===== src/rtl/cdb_pkg.sv =====
// Shared definitions for the common-data-bus arbiter: source encodings,
// the empty-tag value and the default result/tag widths.
package cdb_pkg;

    localparam int CDB_TAG_W  = 3;
    localparam int CDB_DATA_W = 32;

    localparam logic SRC_ALU = 1'b0;
    localparam logic SRC_MEM = 1'b1;

    localparam logic [CDB_TAG_W-1:0] TAG_NONE = {CDB_TAG_W{1'b0}};

    typedef struct packed {
        logic [CDB_TAG_W-1:0]  tag;
        logic [CDB_DATA_W-1:0] data;
    } cdb_entry_t;

endpackage


===== src/rtl/cdb_fifo.sv =====
// Small circular result FIFO; occupancy count is the only full/empty indicator.
// Flush empties it unconditionally, en=0 freezes it.
module cdb_fifo #(
    parameter int DEPTH = 2,
    parameter int WIDTH = 35,
    parameter int CNT_W = $clog2(DEPTH + 1)
) (
    input  logic             clk,
    input  logic             rst_n,
    input  logic             en,
    input  logic             flush,
    input  logic             push,
    input  logic             pop,
    input  logic [WIDTH-1:0] din,
    output logic [WIDTH-1:0] dout,
    output logic [CNT_W-1:0] count
);
    localparam int PTR_W = (DEPTH > 1) ? $clog2(DEPTH) : 1;

    logic [WIDTH-1:0] mem_q [DEPTH];
    logic [PTR_W-1:0] wr_ptr_q, wr_ptr_d;
    logic [PTR_W-1:0] rd_ptr_q, rd_ptr_d;
    logic [CNT_W-1:0] count_q, count_d;
    logic             do_push_s, do_pop_s;

    function automatic logic [PTR_W-1:0] ptr_inc(input logic [PTR_W-1:0] p);
        if (p == PTR_W'(DEPTH - 1)) begin
            return {PTR_W{1'b0}};
        end else begin
            return p + PTR_W'(1'b1);
        end
    endfunction

    // Next-state for pointers and occupancy
    always_comb begin
        wr_ptr_d  = wr_ptr_q;
        rd_ptr_d  = rd_ptr_q;
        count_d   = count_q;
        do_push_s = 1'b0;
        do_pop_s  = 1'b0;
        if (flush) begin
            wr_ptr_d = {PTR_W{1'b0}};
            rd_ptr_d = {PTR_W{1'b0}};
            count_d  = {CNT_W{1'b0}};
        end else if (en) begin
            do_push_s = push && (count_q < CNT_W'(DEPTH));
            do_pop_s  = pop && (count_q != {CNT_W{1'b0}});
            if (do_push_s) begin
                wr_ptr_d = ptr_inc(wr_ptr_q);
            end else begin
                wr_ptr_d = wr_ptr_q;
            end
            if (do_pop_s) begin
                rd_ptr_d = ptr_inc(rd_ptr_q);
            end else begin
                rd_ptr_d = rd_ptr_q;
            end
            if (do_push_s && !do_pop_s) begin
                count_d = count_q + CNT_W'(1'b1);
            end else if (do_pop_s && !do_push_s) begin
                count_d = count_q - CNT_W'(1'b1);
            end else begin
                count_d = count_q;
            end
        end else begin
            count_d = count_q;
        end
    end

    // Pointer, count and storage registers
    always_ff @(posedge clk or negedge rst_n) begin
        if (!rst_n) begin
            wr_ptr_q <= {PTR_W{1'b0}};
            rd_ptr_q <= {PTR_W{1'b0}};
            count_q  <= {CNT_W{1'b0}};
            for (int i = 0; i < DEPTH; i++) begin
                mem_q[i] <= {WIDTH{1'b0}};
            end
        end else begin
            wr_ptr_q <= wr_ptr_d;
            rd_ptr_q <= rd_ptr_d;
            count_q  <= count_d;
            if (do_push_s) begin
                mem_q[wr_ptr_q] <= din;
            end
        end
    end

    assign dout  = mem_q[rd_ptr_q];
    assign count = count_q;

endmodule


===== src/rtl/cdb_arbiter.sv =====
// CDB arbiter: two source FIFOs feeding one registered broadcast per cycle.
// Define CDB_RR_EN for round-robin tie-breaking; otherwise memory wins ties.
module cdb_arbiter
    import cdb_pkg::*;
#(
    parameter int DATA_W     = CDB_DATA_W,
    parameter int TAG_W      = CDB_TAG_W,
    parameter int FIFO_DEPTH = 2
) (
    input  logic                            clk,
    input  logic                            rst,
    input  logic                            pause,
    input  logic                            flush,
    input  logic                            alu_valid,
    input  logic [TAG_W-1:0]                alu_tag,
    input  logic [DATA_W-1:0]               alu_data,
    output logic                            alu_ready,
    input  logic                            mem_valid,
    input  logic [TAG_W-1:0]                mem_tag,
    input  logic [DATA_W-1:0]               mem_data,
    output logic                            mem_ready,
    output logic                            cdb_valid,
    output logic [TAG_W-1:0]                cdb_tag,
    output logic [DATA_W-1:0]               cdb_data,
    output logic                            cdb_src,
    output logic [$clog2(FIFO_DEPTH+1)-1:0] alu_cnt,
    output logic [$clog2(FIFO_DEPTH+1)-1:0] mem_cnt
);
    localparam int CNT_W = $clog2(FIFO_DEPTH + 1);
    localparam int ENT_W = TAG_W + DATA_W;

    logic [ENT_W-1:0]  alu_head_s, mem_head_s, win_head_s;
    logic [CNT_W-1:0]  alu_cnt_s, mem_cnt_s;
    logic              alu_push_s, mem_push_s, alu_pop_s, mem_pop_s;
    logic              alu_ne_s, mem_ne_s, grant_any_s, grant_mem_s, advance_s;
    logic              cdb_valid_q, cdb_valid_d, cdb_src_q, cdb_src_d;
    logic [TAG_W-1:0]  cdb_tag_q, cdb_tag_d;
    logic [DATA_W-1:0] cdb_data_q, cdb_data_d;

    assign alu_ready = (alu_cnt_s < CNT_W'(FIFO_DEPTH)) && !pause;
    assign mem_ready = (mem_cnt_s < CNT_W'(FIFO_DEPTH)) && !pause;

    // Tag-0 results complete the handshake but are never stored
    assign alu_push_s = alu_valid && alu_ready && !flush && (alu_tag != {TAG_W{1'b0}});
    assign mem_push_s = mem_valid && mem_ready && !flush && (mem_tag != {TAG_W{1'b0}});

    assign alu_ne_s    = (alu_cnt_s != {CNT_W{1'b0}});
    assign mem_ne_s    = (mem_cnt_s != {CNT_W{1'b0}});
    assign grant_any_s = alu_ne_s || mem_ne_s;
    assign advance_s   = !pause && !flush;
    assign alu_pop_s   = advance_s && grant_any_s && !grant_mem_s;
    assign mem_pop_s   = advance_s && grant_any_s && grant_mem_s;
    assign win_head_s  = grant_mem_s ? mem_head_s : alu_head_s;

    cdb_fifo #(.DEPTH(FIFO_DEPTH), .WIDTH(ENT_W), .CNT_W(CNT_W)) u_alu_fifo (
        .clk(clk), .rst_n(rst), .en(!pause), .flush(flush),
        .push(alu_push_s), .pop(alu_pop_s), .din({alu_tag, alu_data}),
        .dout(alu_head_s), .count(alu_cnt_s)
    );

    cdb_fifo #(.DEPTH(FIFO_DEPTH), .WIDTH(ENT_W), .CNT_W(CNT_W)) u_mem_fifo (
        .clk(clk), .rst_n(rst), .en(!pause), .flush(flush),
        .push(mem_push_s), .pop(mem_pop_s), .din({mem_tag, mem_data}),
        .dout(mem_head_s), .count(mem_cnt_s)
    );

`ifdef CDB_RR_EN
    logic last_grant_q, last_grant_d;

    // Tie-break: grant the source that did not win last time
    always_comb begin
        if (alu_ne_s && mem_ne_s) begin
            grant_mem_s = (last_grant_q == SRC_ALU);
        end else begin
            grant_mem_s = mem_ne_s;
        end
    end

    // last_grant moves only on an actual grant; flush leaves it alone
    always_comb begin
        last_grant_d = last_grant_q;
        if (advance_s && grant_any_s) begin
            last_grant_d = grant_mem_s;
        end else begin
            last_grant_d = last_grant_q;
        end
    end

    // Round-robin history register; reset favours ALU on the first tie
    always_ff @(posedge clk or negedge rst) begin
        if (!rst) begin
            last_grant_q <= SRC_MEM;
        end else begin
            last_grant_q <= last_grant_d;
        end
    end
`else
    // Fixed priority: memory wins whenever it has an entry
    always_comb begin
        if (alu_ne_s && mem_ne_s) begin
            grant_mem_s = SRC_MEM;
        end else begin
            grant_mem_s = mem_ne_s;
        end
    end
`endif

    // Broadcast register next-state; data and source hold when idle
    always_comb begin
        cdb_valid_d = cdb_valid_q;
        cdb_tag_d   = cdb_tag_q;
        cdb_data_d  = cdb_data_q;
        cdb_src_d   = cdb_src_q;
        if (flush) begin
            cdb_valid_d = 1'b0;
            cdb_tag_d   = {TAG_W{1'b0}};
        end else if (pause) begin
            cdb_valid_d = cdb_valid_q;
        end else if (grant_any_s) begin
            cdb_valid_d = 1'b1;
            cdb_tag_d   = win_head_s[ENT_W-1 -: TAG_W];
            cdb_data_d  = win_head_s[DATA_W-1:0];
            cdb_src_d   = grant_mem_s;
        end else begin
            cdb_valid_d = 1'b0;
            cdb_tag_d   = {TAG_W{1'b0}};
        end
    end

    // Registered CDB outputs
    always_ff @(posedge clk or negedge rst) begin
        if (!rst) begin
            cdb_valid_q <= 1'b0;
            cdb_tag_q   <= {TAG_W{1'b0}};
            cdb_data_q  <= {DATA_W{1'b0}};
            cdb_src_q   <= SRC_ALU;
        end else begin
            cdb_valid_q <= cdb_valid_d;
            cdb_tag_q   <= cdb_tag_d;
            cdb_data_q  <= cdb_data_d;
            cdb_src_q   <= cdb_src_d;
        end
    end

    assign cdb_valid = cdb_valid_q;
    assign cdb_tag   = cdb_tag_q;
    assign cdb_data  = cdb_data_q;
    assign cdb_src   = cdb_src_q;
    assign alu_cnt   = alu_cnt_s;
    assign mem_cnt   = mem_cnt_s;

endmodule


===== config.mk =====
export PLATFORM = sky130hd
export DESIGN_NAME = cdb_arbiter
export DESIGN_NICKNAME = d
export VERILOG_FILES = /design/src/rtl/cdb_pkg.sv /design/src/rtl/cdb_fifo.sv /design/src/rtl/cdb_arbiter.sv
export SDC_FILE = /design/constraint.sdc
export NUM_CORES = 1
export LEC_CHECK = 0
export ABC_AREA = 1
export BUFFER_PORTS_ARGS = -buffer_cell sky130_fd_sc_hd__buf_2
export CORE_MARGIN = 1
export CORE_UTILIZATION = 57
export DETAILED_ROUTE_END_ITERATION = 12
export PLACE_DENSITY_LB_ADDON = 0.25
export SYNTH_ARGS = -nofsm -noshare
export SYNTH_HDL_FRONTEND = slang
export SYNTH_SLANG_ARGS = --single-unit
export TNS_END_PERCENT = 50

===== constraint.sdc =====
create_clock -name clk -period 2.1 [get_ports clk]
set_clock_uncertainty 0.15 [all_clocks]
set_input_delay 0.105 -clock clk [delete_from_list [all_inputs] [get_ports clk]]
set_output_delay 0.105 -clock clk [all_outputs]
set_load 0.01 [all_outputs]

---- Word-level counts from Yosys, hierarchy flattened ----
Cells that the tools add are included.
operators by class
  add/subtract/negate cells ............... 8
  $lt $le $gt $ge ......................... 8
  equal/unequal tests ..................... 1
  multiplexer cells ....................... 48
  bitwise operators ....................... 6
  reductions and logical operators ........ 48
operators by type and width
  kind                                                         number
  two-way mux 35 bit                                           9
  bitwise mux 70 bit                                           2
  demux 35 bit (select 1 bit)                                  2
  two-way mux 1 bit                                            24
  logical AND 1 bit                                            23
  two-way mux 2 bit                                            8
  AND reduction 2 bit                                          6
  nonzero test 2 bit                                           6
  nonzero test 3 bit                                           4
  two-way mux 3 bit                                            3
  >= comparator 2 bit (second input constant)                  4
  inverter 1 -> 2 bit                                          4
  zero test 1 bit                                              7
  adder 1 bit (second input constant)                          4
  adder 2 x 1 -> 2 bit (second input constant)                 2
  less-than comparator 2 x 1 -> 1 bit (second input constant)  2
  less-than comparator 2 bit (second input constant)           2
  subtractor 2 x 1 -> 2 bit (second input constant)            2
  AND reduction 3 bit                                          1
  inequality test 2 x 1 -> 1 bit (second input constant)       1
  inverter 1 bit                                               2
  logical OR 1 bit                                             1
word-level totals
  bits in registers ....................... 185
  output and inout port bits .............. 43

---- Depth between registers and ports, before layout ----
  depth in word-level cells ............... 12
  mapped depth ............................ 10

---- Cells and area by module ----
A second synthesis with hierarchy kept.
second synthesis, totals
  cell total of the unflattened synthesis .. 1115
  area, all modules ....................... 8807.2 um2
by module, submodules not included
  module       instances  cells each  area each (um2)  seq. area each (um2)
  cdb_fifo     2          413         3373.2           1851.8
  cdb_arbiter  1          289         2060.7           925.9

---- Least setup slack after synthesis ----
No wires, ideal clock.
  path kind ............................... register to register
  start ................................... reg u_alu_fifo.count_q[1], in the netlist u_alu_fifo.count[1]
  end ..................................... reg u_alu_fifo.mem_q[35] (netlist bit)
  setup time .............................. 126 ps
  arrival time ............................ 1284 ps
  required time ........................... 1824 ps
  slack ................................... 540 ps
  cell stages (with the launch flop) ...... 9
  buffers on the path ..................... 2
  clock period less this slack ............ 1560 ps
  cell sequence ........................... dfrtp_1 -> inv_1 -> nand2_1 -> nor2_4 -> nand2_8 -> nor2_8 -> buf_8 -> buf_6 -> o21ai_0
on the way
  word-level cells in the longest chain between the ends .. 8
RTL lines
  element                          RTL line                           RTL
  start, declared                  cdb_fifo.sv:23                     logic [CNT_W-1:0] count_q, count_d;
  start signal, assigned           cdb_fifo.sv:75                     count_q <= {CNT_W{1'b0}};
  start signal, assigned           cdb_fifo.sv:82                     count_q <= count_d;
  less-than comparator 2 bit (*)   cdb_fifo.sv:46, cdb_arbiter.sv:40
  logical AND 1 bit                cdb_arbiter.sv:40                  assign alu_ready = (alu_cnt_s < CNT_W'(FIFO_DEPTH)) && !pause;
  logical AND 1 bit (3 in series)  cdb_arbiter.sv:44                  assign alu_push_s = alu_valid && alu_ready && !flush && (alu_tag != {TAG_W{1'b0}});
  logical AND 1 bit (*)            cdb_fifo.sv:46                     do_push_s = push && (count_q < CNT_W'(DEPTH));
  two-way mux 1 bit (*)            cdb_fifo.sv:45                     end else if (en) begin
  two-way mux 1 bit (*)            cdb_fifo.sv:41                     if (flush) begin
  end signal, assigned by index    cdb_fifo.sv:77                     mem_q[i] <= {WIDTH{1'b0}};
  end signal, assigned by index    cdb_fifo.sv:84                     mem_q[wr_ptr_q] <= din;
  end, declared                    cdb_fifo.sv:20                     logic [WIDTH-1:0] mem_q [DEPTH];
Every way passes the cells marked *; elsewhere a longest branch is shown, timed or not.
A chain may end at the register's enable or synchronous reset.

---- Worst setup path in the final report ----
  start ................................... reg u_mem_fifo.count_q[0], in the netlist u_mem_fifo.count[0]
  end ..................................... reg cdb_tag_q[0], in the netlist cdb_tag[0]
on the way
  word-level cells in the longest chain between the ends .. 7
RTL lines
  element                 RTL line            RTL
  start, declared         cdb_fifo.sv:23
  start signal, assigned  cdb_fifo.sv:75
  start signal, assigned  cdb_fifo.sv:82
  nonzero test 2 bit (*)  cdb_arbiter.sv:48   assign mem_ne_s = (mem_cnt_s != {CNT_W{1'b0}});
  logical AND 1 bit       cdb_arbiter.sv:100  if (alu_ne_s && mem_ne_s) begin
  two-way mux 1 bit       cdb_arbiter.sv:100
  two-way mux 35 bit      cdb_arbiter.sv:53   assign win_head_s = grant_mem_s ? mem_head_s : alu_head_s;
  two-way mux 3 bit (*)   cdb_arbiter.sv:119  end else if (grant_any_s) begin
  two-way mux 3 bit (*)   cdb_arbiter.sv:117  end else if (pause) begin
  two-way mux 3 bit (*)   cdb_arbiter.sv:114  if (flush) begin
  end signal, assigned    cdb_arbiter.sv:134  cdb_tag_q <= {TAG_W{1'b0}};
  end signal, assigned    cdb_arbiter.sv:139  cdb_tag_q <= cdb_tag_d;
  end, declared           cdb_arbiter.sv:37   logic [TAG_W-1:0] cdb_tag_q, cdb_tag_d;
Every way passes the cells marked *; elsewhere a longest branch is shown, timed or not. The select of a mux whose other input is x is not followed.

==> metrics.md <==
| Metric | Value |
|---|---|
| Worst-margin pin slew | `0.6736 ns` |
| Distinct cells, synth | `26` |
| Comb power frac | `0.262` |
| Die height | `124.0 um` |
| Vias/cell | `5.198` |
| NetSw | `3.731 mW` |
| Leak pwr | `5.237 nW` |
| DR iter-0 viols | `584` |
| Final period util | `0.9688` |
| Area delta synth->final | `25.57%` |
| Fill count | `1125` |
| All-layer global routing usage | `0.2852` |
| Final min period | `2.035 ns` |
| Tightest Hold Check Type | `input pin to async pin` |
| Vias in the first global route | `6531` |
| Gpl congestion | `0.8501` |
| ANT nets after route | `0` |
| Port Buf Inserts | `118` |
| Final Hold Fails | `0` |
| CTS root buf | `clkbuf_16` |
| Internal | `7.555 mW` |
| Initial core utilization | `0.5835` |
| Status | `finished, final reports clean` |
| CP max FO | `12` |
| Fmax | `0.4915 GHz` |
| R2R Path Start | `u_mem_fifo.count[0]$_DFFE_PN0P_` |
| Pin count of the biggest net entering global routing | `73` |
| Routed wire per std cell | `14.97 um` |
| Clk slew on worst S/H paths | `0.07 ns` |
| Layout cells sized above 1 | `0.1934` |
| Inserted Clock Buffers | `17` |
| Crit Path Category | `register to register` |
| Worst EP required | `2.27 ns` |
| Final worst slack | `0.06545 ns` |
| # clock sinks | `185` |
| Pre-CTS setup slack | `-0.001692 ns` |
| Die width | `124.0 um` |
| Final core utilization | `0.7327` |
| VDD IR-drop max | `679.1 uV` |
| Number of remaining DRC errors | `0` |
| Multi-input gate area | `3186 sq um` |
| Synth Cell Area | `8481 sq um` |
| # IOs | `119` |
| Grt total ovfl | `0` |
| Syn Nets | `1096` |
| Rows | `44` |
| PwrDens | `1060 nW/um^2` |
| Clock latency on the worst-skew pair | `0.43 ns` |
| Startpoint Class | `register` |
| Core box area | `14530 sq um` |
| Crit path from | `u_mem_fifo.count[0]$_DFFE_PN0P_` |
| Register area | `4632 sq um` |
| Vias | `7246` |
| Drt total wl | `20870 um` |
| Switching Share | `0.3306` |
| Layout Cells excl Fill | `1394` |
| Placed cell count | `1283` |
| Synth Instances | `1020` |
| Setup bufs post-CTS | `0` |
| Drt pass-1 iters | `5` |
| Global-route wire length before repair | `33000 um` |
| Clock power share | `0.276` |
| Die Area | `15370 sq um` |
| DP HPWL | `13440 um` |
| Rel. slew slack | `0.5498` |
| NumNets Final | `1273` |
| CTS tree | `done` |
| Antenna violations before repair | `0` |
| Yosys warning total | `0` |
| Flop pwr share | `0.462` |
| Setup violations, final | `0` |
| Register bit total from synthesis | `185` |
| Setup crit end kind | `register` |
| Worst path arrival time | `2.20 ns` |
| Ant diodes | `0` |
| Setup TNS | `0 ns` |
| Syn_area_per_cell | `8.314 sq um` |
| # H-tree levels | `4` |
| Slew Viols, Final | `0` |
| Seq/Total Area, Yosys | `0.5459` |
| Max_cap viols | `0` |
| Deepest clock path buffer count | `2` |
[critical path, stage by stage, from the launching register on]
cell and delay [ns]:
dfrtp_1 0.41, nor2_2 0.20, buf_6 0.19, inv_1 0.08
o21ai_4 0.20, o21ai_0 0.12, dlygate4sd3_1 0.57
[cell usage in the layout, fill, tap and decap left out, types with 4 or more instances in the layout]
cell type	Yosys	routed
dlygate4sd3_1	0	79
o21ai_2	28	27
nand2_1	373	373
nor2_1	10	9
clkbuf_16	0	17
o21ai_1	25	25
nand2_2	21	21
inv_1	85	85
o21ai_0	164	164
a21oi_1	6	6
nand3_1	46	46
dfrtp_1	185	183
buf_4	6	8
buf_2	20	117
nor2_4	3	4
buf_12	2	12
[power by group through the flow]
| stage | combinational (mW) | sequential [mW] | clock, mW |
|---|---|---|---|
| 2_1_floorplan | 1.57 | 5.31 | 0 |
| 6_report | 2.96 | 5.21 | 3.11 |
| 3_3_place_gp | 2.73 | 5.21 | 0 |
| 5_1_grt | 3.32 | 5.33 | 3.31 |
| 4_1_cts | 2.94 | 5.20 | 3.15 |
| 3_5_place_dp | 2.80 | 5.25 | 0 |
[per-layer routing]
| metal | vias to the layer above | GRT usage | wire [um] |
|---|---|---|---|
| met5 | - | 0 | 0 |
| met4 | 0 | 0.1034 | 542 |
| met3 | 39 | 0.05082 | 965 |
| met2 | 214 | 0.4240 | 9444 |
| met1 | 3403 | 0.4196 | 9919 |
| li1 | 3590 | - | - |
[cell type report]
| cell class | instances | share of cell area |
|---|---|---|
| well taps | 184 | 0.02162 |
| multi-input cells | 687 | 0.2991 |
| flip-flops and latches | 185 | 0.4350 |
| clock inverters | 12 | 0.01081 |
| inverters | 88 | 0.03102 |
| clock buffers | 20 | 0.04289 |
| repair buffers | 218 | 0.1596 |
[final timing paths]
kind	endpoint	slack, ns	cells after the start
max reg2reg	cdb_tag[0]$_DFFE_PN0P_	0.07	6
min	u_alu_fifo.mem_q[12]$_DFFE_PN0P_	0.01	2
min reg2reg	cdb_data[8]$_DFFE_PN0N_	0.33	2
max	cdb_tag[0]$_DFFE_PN0P_	0.07	6
max in group asynchronous	u_alu_fifo.mem_q[57]$_DFFE_PN0P_	1.11	3
min in group clk	u_mem_fifo.rd_ptr_q$_DFFE_PN0P_	0.03	5
[flip-flops by register name, indices dropped and copies added (netlist names)]
register / flops
cdb_tag: 3
u_alu_fifo.rd_ptr_q: 1
u_mem_fifo.count: 2
u_mem_fifo.mem_q: 70
cdb_valid: 1
u_alu_fifo.count: 2
cdb_src: 1
u_mem_fifo.wr_ptr_q: 1
u_alu_fifo.wr_ptr_q: 1
u_alu_fifo.mem_q: 70
cdb_data: 32
u_mem_fifo.rd_ptr_q: 1
[through the flow]
stage	area, sq um	hold WS, ns	total power [mW]
final	10650	0.01246	11.29
after global routing	10650	0.05308	11.96
after CTS	10630	0.01000	11.29
after detailed placement	9266	-0.08431	8.055
after global placement	9266	-0.08291	7.935
after floorplan	8481	-0.3406	6.880
[cells in the mapped netlist]
| master | count | share of area |
|---|---|---|
| a21oi_1 | 6 | 0.0035 |
| buf_1 | 3 | 0.0013 |
| buf_12 | 2 | 0.0047 |
| buf_2 | 20 | 0.012 |
| buf_4 | 6 | 0.0053 |
| buf_6 | 4 | 0.0053 |
| buf_8 | 1 | 0.0018 |
| clkbuf_1 | 23 | 0.010 |
| clkbuf_4 | 1 | 0.00089 |
| dfrtp_1 | 185 | 0.55 |
| inv_1 | 85 | 0.038 |
| inv_2 | 3 | 0.0013 |
| nand2_1 | 373 | 0.17 |
| nand2_2 | 21 | 0.015 |
| nand2_8 | 1 | 0.0024 |
| nand3_1 | 46 | 0.027 |
| nor2_1 | 10 | 0.0044 |
| nor2_2 | 3 | 0.0022 |
| nor2_4 | 3 | 0.0040 |
| nor2_8 | 2 | 0.0047 |
| o211ai_1 | 3 | 0.0027 |
| o21a_1 | 1 | 0.00089 |
| o21ai_0 | 164 | 0.097 |
| o21ai_1 | 25 | 0.015 |
| o21ai_2 | 28 | 0.029 |
| o21bai_1 | 1 | 0.00089 |
[timing repair]
item | CTS | global route
hold buffers | 79 | 0
endpoints found under the setup margin | 0 | 4
endpoints found under the hold margin | 335 | 0
gates resized for setup | 0 | 5
[logic make-up after synthesis]
family	count (synthesis)	share of synthesized area
buf+inv	148	0.08026
simple gates	459	0.2254
compound gates	228	0.1484
flops	185	0.5459
No activity file was read; power rests on OpenSTA's default activity.
